[src/rtl/loom_clk_ctrl_pkg.sv]
// Shared types and default widths for the loom run-control sequencer.
package loom_clk_ctrl_pkg;

    localparam int unsigned STEP_W_DEF = 32;
    localparam int unsigned CNT_W_DEF  = 64;

    typedef enum logic [1:0] {
        ST_STOPPED  = 2'd0,
        ST_RUNNING  = 2'd1,
        ST_STEPPING = 2'd2
    } clk_state_e;

    typedef enum logic [1:0] {
        RSN_NONE       = 2'd0,
        RSN_HOST       = 2'd1,
        RSN_STEP_DONE  = 2'd2,
        RSN_BREAKPOINT = 2'd3
    } stop_reason_e;

endpackage

[src/rtl/loom_clk_ctrl.sv]
// Run-control sequencer producing the registered clock enable for loom_clk_gate.
// Optional enabled-cycle counter built when LOOM_CLK_CTRL_CYCLE_CNT_EN is defined.
module loom_clk_ctrl
    import loom_clk_ctrl_pkg::*;
#(
    parameter int unsigned StepW    = STEP_W_DEF,
    parameter int unsigned CntW     = CNT_W_DEF,
    parameter bit          ResetRun = 1'b1
) (
    input  logic             clk_i,
    input  logic             rst_ni,
    input  logic             run_req_i,
    input  logic             stop_req_i,
    input  logic             step_req_i,
    input  logic [StepW-1:0] step_count_i,
    input  logic             bp_hit_i,
    input  logic             cnt_clr_i,
    output logic             ce_o,
    output logic [1:0]       state_o,
    output logic [1:0]       stop_reason_o,
    output logic [StepW-1:0] step_rem_o,
    output logic             done_o,
    output logic             req_err_o,
    output logic [CntW-1:0]  cycle_count_o
);

    localparam clk_state_e RST_STATE = ResetRun ? ST_RUNNING : ST_STOPPED;

    clk_state_e   state_q, state_d;
    stop_reason_e reason_q, reason_d;
    logic [StepW-1:0] rem_q, rem_d;
    logic ce_q, ce_d;
    logic done_q, done_d;
    logic err_q, err_d;

    always_comb begin
        state_d  = state_q;
        reason_d = reason_q;
        rem_d    = rem_q;
        done_d   = 1'b0;
        err_d    = 1'b0;
        unique case (state_q)
            ST_STOPPED: begin
                // A pending bp/stop still outranks lower requests even though it does nothing here.
                if (!(bp_hit_i || stop_req_i)) begin
                    if (step_req_i) begin
                        if (step_count_i != '0) begin
                            state_d  = ST_STEPPING;
                            rem_d    = step_count_i;
                            reason_d = RSN_NONE;
                        end else begin
                            done_d   = 1'b1;
                            reason_d = RSN_STEP_DONE;
                        end
                    end else if (run_req_i) begin
                        state_d  = ST_RUNNING;
                        reason_d = RSN_NONE;
                    end
                end
            end
            ST_RUNNING: begin
                if (bp_hit_i) begin
                    state_d  = ST_STOPPED;
                    reason_d = RSN_BREAKPOINT;
                    done_d   = 1'b1;
                end else if (stop_req_i) begin
                    state_d  = ST_STOPPED;
                    reason_d = RSN_HOST;
                    done_d   = 1'b1;
                end else if (step_req_i) begin
                    err_d = 1'b1;
                end
            end
            ST_STEPPING: begin
                if (bp_hit_i || stop_req_i) begin
                    state_d  = ST_STOPPED;
                    reason_d = bp_hit_i ? RSN_BREAKPOINT : RSN_HOST;
                    rem_d    = '0;
                    done_d   = 1'b1;
                end else begin
                    err_d = step_req_i || run_req_i;
                    rem_d = rem_q - StepW'(1);
                    if (rem_q == StepW'(1)) begin
                        state_d  = ST_STOPPED;
                        reason_d = RSN_STEP_DONE;
                        done_d   = 1'b1;
                    end
                end
            end
            default: state_d = ST_STOPPED;
        endcase
        ce_d = (state_d != ST_STOPPED);
    end

    always_ff @(posedge clk_i or negedge rst_ni) begin
        if (!rst_ni) begin
            state_q  <= RST_STATE;
            reason_q <= RSN_NONE;
            rem_q    <= '0;
            ce_q     <= ResetRun;
            done_q   <= 1'b0;
            err_q    <= 1'b0;
        end else begin
            state_q  <= state_d;
            reason_q <= reason_d;
            rem_q    <= rem_d;
            ce_q     <= ce_d;
            done_q   <= done_d;
            err_q    <= err_d;
        end
    end

`ifdef LOOM_CLK_CTRL_CYCLE_CNT_EN
    logic [CntW-1:0] cnt_q, cnt_d;

    always_comb begin
        cnt_d = cnt_q;
        if (cnt_clr_i) begin
            cnt_d = '0;
        end else if (ce_q) begin
            cnt_d = cnt_q + CntW'(1);
        end
    end

    always_ff @(posedge clk_i or negedge rst_ni) begin
        if (!rst_ni) begin
            cnt_q <= '0;
        end else begin
            cnt_q <= cnt_d;
        end
    end

    assign cycle_count_o = cnt_q;
`else
    logic unused_cnt_clr;
    assign unused_cnt_clr = cnt_clr_i;
    assign cycle_count_o  = '0;
`endif

    assign ce_o          = ce_q;
    assign state_o       = state_q;
    assign stop_reason_o = reason_q;
    assign step_rem_o    = rem_q;
    assign done_o        = done_q;
    assign req_err_o     = err_q;

endmodule

[config.mk]
export PLATFORM = sky130hd
export DESIGN_NAME = loom_clk_ctrl
export DESIGN_NICKNAME = d
export VERILOG_FILES = /design/src/rtl/loom_clk_ctrl_pkg.sv /design/src/rtl/loom_clk_ctrl.sv
export SDC_FILE = /design/constraint.sdc
export NUM_CORES = 1
export LEC_CHECK = 0
export BUFFER_PORTS_ARGS = -buffer_cell sky130_fd_sc_hd__buf_4
export CORE_MARGIN = 3
export CORE_UTILIZATION = 30
export CTS_CLUSTER_DIAMETER = 120
export CTS_CLUSTER_SIZE = 10
export DETAILED_ROUTE_END_ITERATION = 10
export GPL_TIMING_DRIVEN = 0
export PLACE_DENSITY = 0.65
export SETUP_SLACK_MARGIN = 0.15
export SLEW_MARGIN = 10
export SYNTH_ARGS = -nofsm -noshare
export SYNTH_HDL_FRONTEND = slang
export SYNTH_SLANG_ARGS = --single-unit
[constraint.sdc]
create_clock -name clk_i -period 2.6 [get_ports clk_i]
set_input_delay 0.13 -clock clk_i [delete_from_list [all_inputs] [get_ports clk_i]]
set_output_delay 0.13 -clock clk_i [all_outputs]
set_load 0.01 [all_outputs]
# Word-level counts from Yosys, hierarchy flattened
# Cells that the tools add are included.
# W data, S select, Z words.
[classes]
addsub = 1
eq_ne = 9
muxes = 37
reduce_logical = 9
[ops]
columns = ["operator", "count"]
rows = [
  ["$mux W32", 4],
  ["$pmux W32 S2", 1],
  ["$mux W2", 17],
  ["$eq A32 B1 Y1 const B", 1],
  ["$reduce_bool A32 Y1", 1],
  ["$sub A32 B1 Y32 const B", 1],
  ["$pmux W2 S3", 2],
  ["$mux W1", 11],
  ["$ne A3 B3 Y1 const B", 3],
  ["$ne A2 B2 Y1 const B", 3],
  ["$reduce_and A5 Y1", 1],
  ["$reduce_and A4 Y1", 1],
  ["$reduce_bool A2 Y1", 2],
  ["$pmux W1 S3", 1],
  ["$reduce_bool A3 Y1", 1],
  ["$eq A2 B1 Y1 const B", 1],
  ["$eq A2 B2 Y1 const B", 1],
  ["$logic_not A2 Y1", 1],
  ["$logic_or A1 B1 Y1", 2],
  ["$pmux W1 S2", 1],
]
[word_totals]
ff_bits = 39
output_inout_bits = 103
elab_cells = 62

# Logic depth before layout (Yosys ltp)
# Gate-level depths: netlist of the first run.
[depth]
depth_word = 6
ltp_mapped = 8
mapped_depth_nobuf = 7

# Worst setup path after synthesis of the first run
# No wires, ideal clock.
[synth_path]
kind = "register to register"
startpoint = "register rem_q[21], in the netlist step_rem_o[21]"
endpoint = "register rem_q[29], in the netlist step_rem_o[29]"
setup_time_ns = 0.126
arrival_ns = 2.198
t_required_ns = 2.474
setup_slack_ns = 0.276
stages_incl_launch_ff = 7
path_buffers = 1
synth_period_minus_slack_ns = 2.324
cell_sequence = "dfrtp_1 -> or4_4 -> or4_4 -> buf_6 -> nor4_4 -> o22ai_1 -> a221o_1"
[synth_via]
elab_chain_len = 3
[synth_rtl]
columns = ["item", "line_no", "source"]
rows = [
  ["from (decl)", "loom_clk_ctrl.sv:31", "logic [StepW-1:0] rem_q, rem_d;"],
  ["from (signal assigned)", "loom_clk_ctrl.sv:106", "rem_q <= rem_d;"],
  ["$sub A32 B1 Y32", "loom_clk_ctrl.sv:82", "rem_d = rem_q - StepW'(1);"],
  ["$mux W32", "loom_clk_ctrl.sv:75", "if (bp_hit_i || stop_req_i) begin"],
  ["$pmux W32 S2", "loom_clk_ctrl.sv:42", "unique case (state_q)"],
]
# No other way between the ends.
# A chain may end at the register's enable or synchronous reset.

# Worst setup path after layout of the first run
[layout_path]
startpoint = "register rem_q[16], in the netlist step_rem_o[16]"
endpoint = "register rem_q[29], in the netlist step_rem_o[29]"
# Same word-level chain as after synthesis.

==> results of run 1 <==
per-layer routing:
metal,track usage,vias to the layer above,part of all wire
met2,0.2907,248,0.47
met3,0.05163,34,0.10
met4,0.06975,0,0.025
met1,0.2482,1754,0.40
met5,0,-,0
li1,-,1720,-
synth_stat cells, types with 3 or more instances:
library cell | number | area (um^2)
a21oi_1 | 27 | 135.1
nor4_1 | 16 | 100.1
clkbuf_1 | 20 | 75.07
inv_1 | 18 | 67.56
and3_1 | 4 | 25.02
o2bb2ai_1 | 7 | 61.31
nand4_1 | 6 | 37.54
dfrtp_1 | 37 | 925.9
ha_1 | 7 | 87.58
o21ai_0 | 18 | 90.09
nand2_1 | 12 | 45.04
a32oi_1 | 9 | 78.83
buf_4 | 64 | 480.5
or3_1 | 4 | 25.02
a22oi_1 | 10 | 75.07
a31oi_1 | 10 | 62.56
o211ai_1 | 8 | 60.06
a21o_1 | 3 | 22.52
buf_2 | 3 | 15.01
nor3_1 | 17 | 85.08
o22ai_1 | 14 | 87.58
or4_1 | 4 | 30.03
a22o_1 | 6 | 52.55
nor4_4 | 3 | 63.81
a221o_1 | 3 | 30.03
nor2_1 | 23 | 86.33
nand3_1 | 13 | 65.06
final cells by class:
class	instances	area, um^2	area share
repair buffers	84	633.1	0.1377
multi-input cells	321	2027	0.4409
flip-flops and latches	39	982.2	0.2137
plain buffers	87	594.3	0.1293
clock inverters	2	35.03	0.007621
inverters	19	72.57	0.01579
clock buffers	6	82.58	0.01796
well taps	136	170.2	0.03702
worst reg2reg max path, stage by stage (launching register included):
cell and delay, ns:
dfrtp_1 0.43, or3_1 0.38, buf_2 0.18, or4_4 0.49, buf_6 0.16, nor4_4 0.26, o22ai_1 0.11, a221o_1 0.32
flip-flops by register name, indices dropped and copies added (netlist names):
signal         count
step_rem_o        32
state_o            2
stop_reason_o      2
ce_o               1
done_o             1
req_err_o          1
cells by family (layout without fill, tap and decap cells):
logic type                 count (synthesis)  count (layout)  synth area share
AOI/OAI and AO/OA                        132             132            0.2692
and+or+nand+nor                          115             115            0.2051
buffers and inverters                    107             198            0.1957
DFF                                       39              39            0.2932
adders and majority gates                  7               7           0.02625
muxes                                      3               3          0.009374
other                                      1              64          0.001124
per-stage QoR:
step / TNS (ns) / utilization
after floorplan: 0 / -
after global placement: -1.033 / 0.4080
final: 0 / 0.4355
after detailed placement: -2.671 / 0.4080
after CTS: 0 / 0.4254
after global routing: 0 / 0.4355
timing repair:
action | 4_1_cts | 5_1_grt
hold endpoints to repair | 37 | 0
buffers inserted | 1 | 7
pin swaps | 1 | 5
cloned | 0 | 0
hold buffers | 1 | 0
gates resized for setup | 14 | 26
endpoints found under the setup margin | 33 | 33
power by group through the flow:
| stage | clock network (mW) | logic, mW | registers (mW) |
|---|---|---|---|
| floorplan | 0 | 1.09 | 1.30 |
| global placement | 0 | 1.96 | 1.27 |
| detailed placement | 0 | 1.99 | 1.27 |
| CTS | 0.548 | 2.04 | 1.28 |
| global route | 0.579 | 2.30 | 1.36 |
| finish | 0.546 | 2.12 | 1.31 |
final timing paths:
path	slack (ns)	cells past startpoint	to	start
worst max-delay path	0.15	7	step_rem_o[29]	step_rem_o[16]
worst min-delay path	0.09	2	step_rem_o[31]	step_count_i[31]
worst max register to register	0.15	7	step_rem_o[29]	step_rem_o[16]
worst min register to register	0.53	1	stop_reason_o[1]	stop_reason_o[1]
max in group asynchronous	1.82	2	state_o[1]	rst_ni
min in group asynchronous	0.35	2	step_rem_o[9]	rst_ni
==> flow_summary_export.csv, run 1 <==
group,metric,value,unit
outcome,outcome,"finished clean",
floorplanning,die_area,0.01242,mm^2
clock_network,clockRootBuffer,"clkbuf_8",
routing,ant_nets,0,
clock_network,htreeDepth,2,
worst_setup_path,cp-end-kind,"flip-flop",
worst_setup_path,path_class,"reg2reg",
finish,areaGrowthSynthToFinish,37.76,%
sta,slew_viol_final,0,
finish,num-fill-cells,1089,
place,dp_hpwl,8990,um
sta,finClkSkew,0.01806,ns
synthesis,synth_cell_type_count,55,
clock_network,cts_buffers,5,
power,p_leak,2.201,nW
synthesis,ys_async_sr_fraction,1.000,
grt,grt_pass1_wl,19150,um
synthesis,yosysSeqAreaShare,0.2932,
worst_setup_path,critPathLaunchType,"flip-flop",
floorplanning,core,0.01056,mm^2
worst_setup_path,cp.arrival,2.61,ns
sta,worstMarginPinSlew,0.7063,ns
synthesis,syn_avg_cell_area,8.260,um^2
finish,nets,603,
clock_network,cts_tree,"done",
sta,max_freq,408.9,MHz
grt,grt_pass1_vias,3620,
place,placed_cells_incl_taps,678,
clock_network,clkLatencyLatePin,0.30,ns
floorplanning,die_x,111.5,um
synthesis,yosys_most_used_dff,"dfrtp_1",
place,place_area,0.004307,mm^2
power,combPwrFrac,0.534,
place,place.port_buffers,75,
grt,grt_max_degree,40,
power,swShare,0.4627,
place,gp_congestion,0.9005,
synthesis,syn_area,0.003337,mm^2
sta,hold_viol_final,0,
sta,rsz0062_at_grt,"yes",
worst_hold_path,worst_hold_path_type,"in2reg",
floorplanning,die_h,111.5,um
routing,dr.pass1.iters,5,
worst_setup_path,crit_chain,"or3_1 > buf_2 > or4_4 > buf_6 > nor4_4 > o22ai_1 > a221o_1",
clock_network,clkTransAtPathRegs,0.09,ns
floorplanning,ios,142,
synthesis,synth-edff-count,0,
worst_setup_path,crit_fanout,8,
sta,whs,0.09013,ns
worst_setup_path,path_delay_family,"simple AND/OR/NAND/NOR gates",
routing,drc_errors,0,
grt,grt_overflow,0,
finish,drive_gt1_frac,0.3584,
clock_network,clkSinkCount,39,
synthesis,yosys_warnings,0,
sta,post-route-worst-setup-slack,0.1544,ns
finish,most-common-layout-cells,"buf_4, conb_1, dfrtp_1",
routing,wire_per_inst,17.93,um
power,ir_drop,0.3970,mV
floorplanning,start_util,0.3161,
synthesis,synthCells,404,
grt,antenna_found_initial,0,
routing,vias_per_cell,5.412,
power,internal_power,2.135,mW
worst_setup_path,path_buf_inv,2,
floorplanning,rows,37,
sta,period_share,0.9406,
finish,final_common_cell,"buf_4",
power,power.density,864.4,mW/mm^2
routing,vias,3756,
clock_network,clk_path_buf_depth,2,
finish,diodes,0,
power,pwr-share-clk,0.137,
synthesis,ys_ff_latch,39,
place,place_ws,-0.2813,ns
power,total_power,3.974,mW
worst_setup_path,cp_slowest_cell,"or4_4",
routing,drtIter0Drc,337,
sta,slew_headroom,0.5291,
worst_setup_path,critPathMaxStageDelay,0.49,ns
job,maxCapViolCount,0,
grt,track_usage,0.1870,
finish,stdcell_area,0.004597,mm^2
power,switchingPower,1.839,mW
sta,min_period,2.446,ns
routing,wl,12440,um
worst_setup_path,critPathRequiredTime,2.77,ns
power,seqPwrFrac,0.329,
sta,setup_violations,0,
finish,stdcell_count,694,
No activity file was read; power rests on OpenSTA's default activity.
==> run 2: changes to the inputs <==
SLEW_MARGIN = default   (was 10)
clock period = 2.5 ns   (was 2.6 ns; I/O delays follow)
==> run 2 against run 1 <==
  * Die area unchanged
  * Sequential power increased by 5%
  * Cell area increased by 3.4%
  * Global-route usage increased by 0.13 points
  * Hold slack got worse by 0.0099 ns
  * Maximum frequency increased by 5.2%
  * Sequential cell count unchanged
  * Clock power increased by 3.8%
  * Cell count increased by 1.4%
  * Sequential share of layout area decreased by 0.58 points
==> flow_summary_export.csv, run 2 (synthesis gave the netlist of run 1 again) <==
group,metric,value,unit
worst_setup_path,cp.arrival,2.49,ns
floorplanning,core,0.01056,mm^2
power,total_power,4.384,mW
clock_network,clkLatencyLatePin,0.30,ns
clock_network,cts_tree,"done",
grt,grt_pass1_vias,3659,
finish,most-common-layout-cells,"buf_4, conb_1, dfrtp_1",
floorplanning,die_h,111.5,um
floorplanning,die_area,0.01242,mm^2
sta,rsz0062_at_grt,"yes",
sta,slew_viol_final,0,
routing,drc_errors,0,
worst_setup_path,reg2reg_depth,7,
finish,final_common_cell,"buf_4",
floorplanning,ios,142,
sta,hold_viol_final,0,
clock_network,cts_buffers,5,
routing,vias_per_cell,5.399,
worst_setup_path,regToRegEndpoint,"step_rem_o[29]",
place,place.port_buffers,75,
clock_network,clkTransAtPathRegs,0.09,ns
sta,worstMarginPinSlew,0.6652,ns
finish,drive_gt1_frac,0.3961,
outcome,outcome,"finished clean",
routing,ant_nets,0,
worst_setup_path,path_class,"reg2reg",
clock_network,clk_path_buf_depth,2,
floorplanning,start_util,0.3161,
sta,max_freq,430.0,MHz
grt,track_usage,0.1883,
finish,nets,613,
place,dp_hpwl,8990,um
worst_setup_path,crit_fanout,7,
sta,tns,0,ns
clock_network,clockRootBuffer,"clkbuf_8",
place,placed_cells_incl_taps,678,
grt,grt_max_degree,40,
worst_hold_path,worst_hold_path_type,"in2reg",
routing,drtIter0Drc,369,
sta,period_share,0.9303,
worst_setup_path,critPathRequiredTime,2.67,ns
sta,whs,0.08019,ns
worst_setup_path,cp-end-kind,"flip-flop",
sta,min_period,2.326,ns
worst_setup_path,reg2reg_from,"step_rem_o[16]",
finish,diodes,0,
finish,areaGrowthSynthToFinish,42.48,%
power,power.density,922.1,mW/mm^2
power,p_leak,2.264,nW
grt,grt_pass1_wl,19310,um
sta,setup_violations,0,
worst_setup_path,crit_end,"step_rem_o[29]",
sta,slew_headroom,0.5531,
grt,antenna_found_initial,0,
routing,wl,12670,um
finish,largest_reg_flops,32,
routing,dr.pass1.iters,5,
finish,stdcell_count,704,
floorplanning,rows,37,
worst_setup_path,cp-startpoint,"step_rem_o[16]",
clock_network,clkSinkCount,39,
routing,wire_per_inst,18.00,um
worst_setup_path,reg2reg_slack,0.17,ns
clock_network,htreeDepth,2,
sta,finClkSkew,0.01841,ns
floorplanning,die_x,111.5,um
worst_setup_path,critPathLaunchType,"flip-flop",
job,maxCapViolCount,0,
routing,vias,3801,
grt,grt_overflow,0,
power,ir_drop,0.4197,mV
place,gp_congestion,0.9005,
run 2: repair_timing:
item | 4_1_cts | 5_1_grt
pin swaps | 4 | 9
endpoints found under the hold margin | 37 | 0
resized for setup | 23 | 43
setup endpoints to repair | 36 | 35
setup buffers | 5 | 13
hold buffers | 1 | 0
run 2: area by class of cell:
class                   count  area [um^2]
fillers                  1079         5801
inverters                  19        72.57
clock inverters             2        35.03
multi-input cells         321         2083
repair buffers             94        708.2
well taps                 136        170.2
flip-flops and latches     39        988.4
plain buffers              87        614.3
clock buffers               6        82.58
run 2: worst min-delay path by stage:
stage / startpoint / depth (start not counted) / slack, ns / end
after global routing: step_count_i[31] / 2 / 0.09 / step_rem_o[31]
after floorplan: rst_ni / 0 / -0.17 / done_o
after global placement: rst_ni / 1 / 0.14 / step_rem_o[13]
after detailed placement: rst_ni / 1 / 0.15 / step_rem_o[9]
final: step_count_i[31] / 2 / 0.08 / step_rem_o[31]
after CTS: step_count_i[31] / 2 / 0.08 / step_rem_o[31]
run 2: power breakdown:
part	internal (mW)	switching (mW)	leakage (nW)
Clock	0.324	0.243	0.0612
Combinational	1.15	1.30	1.72
Sequential	0.922	0.450	0.479
run 2: critical path, stage by stage, from the launching register on:
cell and delay [ns]:
dfrtp_1 0.43, or3_1 0.37, buf_6 0.15, or4_4 0.48
buf_6 0.16, nor4_4 0.14, o22ai_1 0.12, a221o_1 0.35
run 2: routing by layer:
layer	track usage	vias to the layer above	part of all wire
met1	0.2460	1768	0.40
li1	-	1741	-
met4	0.06894	0	0.027
met3	0.05489	45	0.11
met2	0.2959	247	0.47
met5	0	-	0
run 2: metrics by stage:
stage                     setup slack, ns  area, um^2    util
after floorplan                    0.1759        3573       -
after global placement            -0.3710        4307  0.4080
after detailed placement          -0.3813        4307  0.4080
after CTS                         0.06059        4548  0.4309
after global routing              0.07062        4755  0.4505
final                              0.1742        4755  0.4505
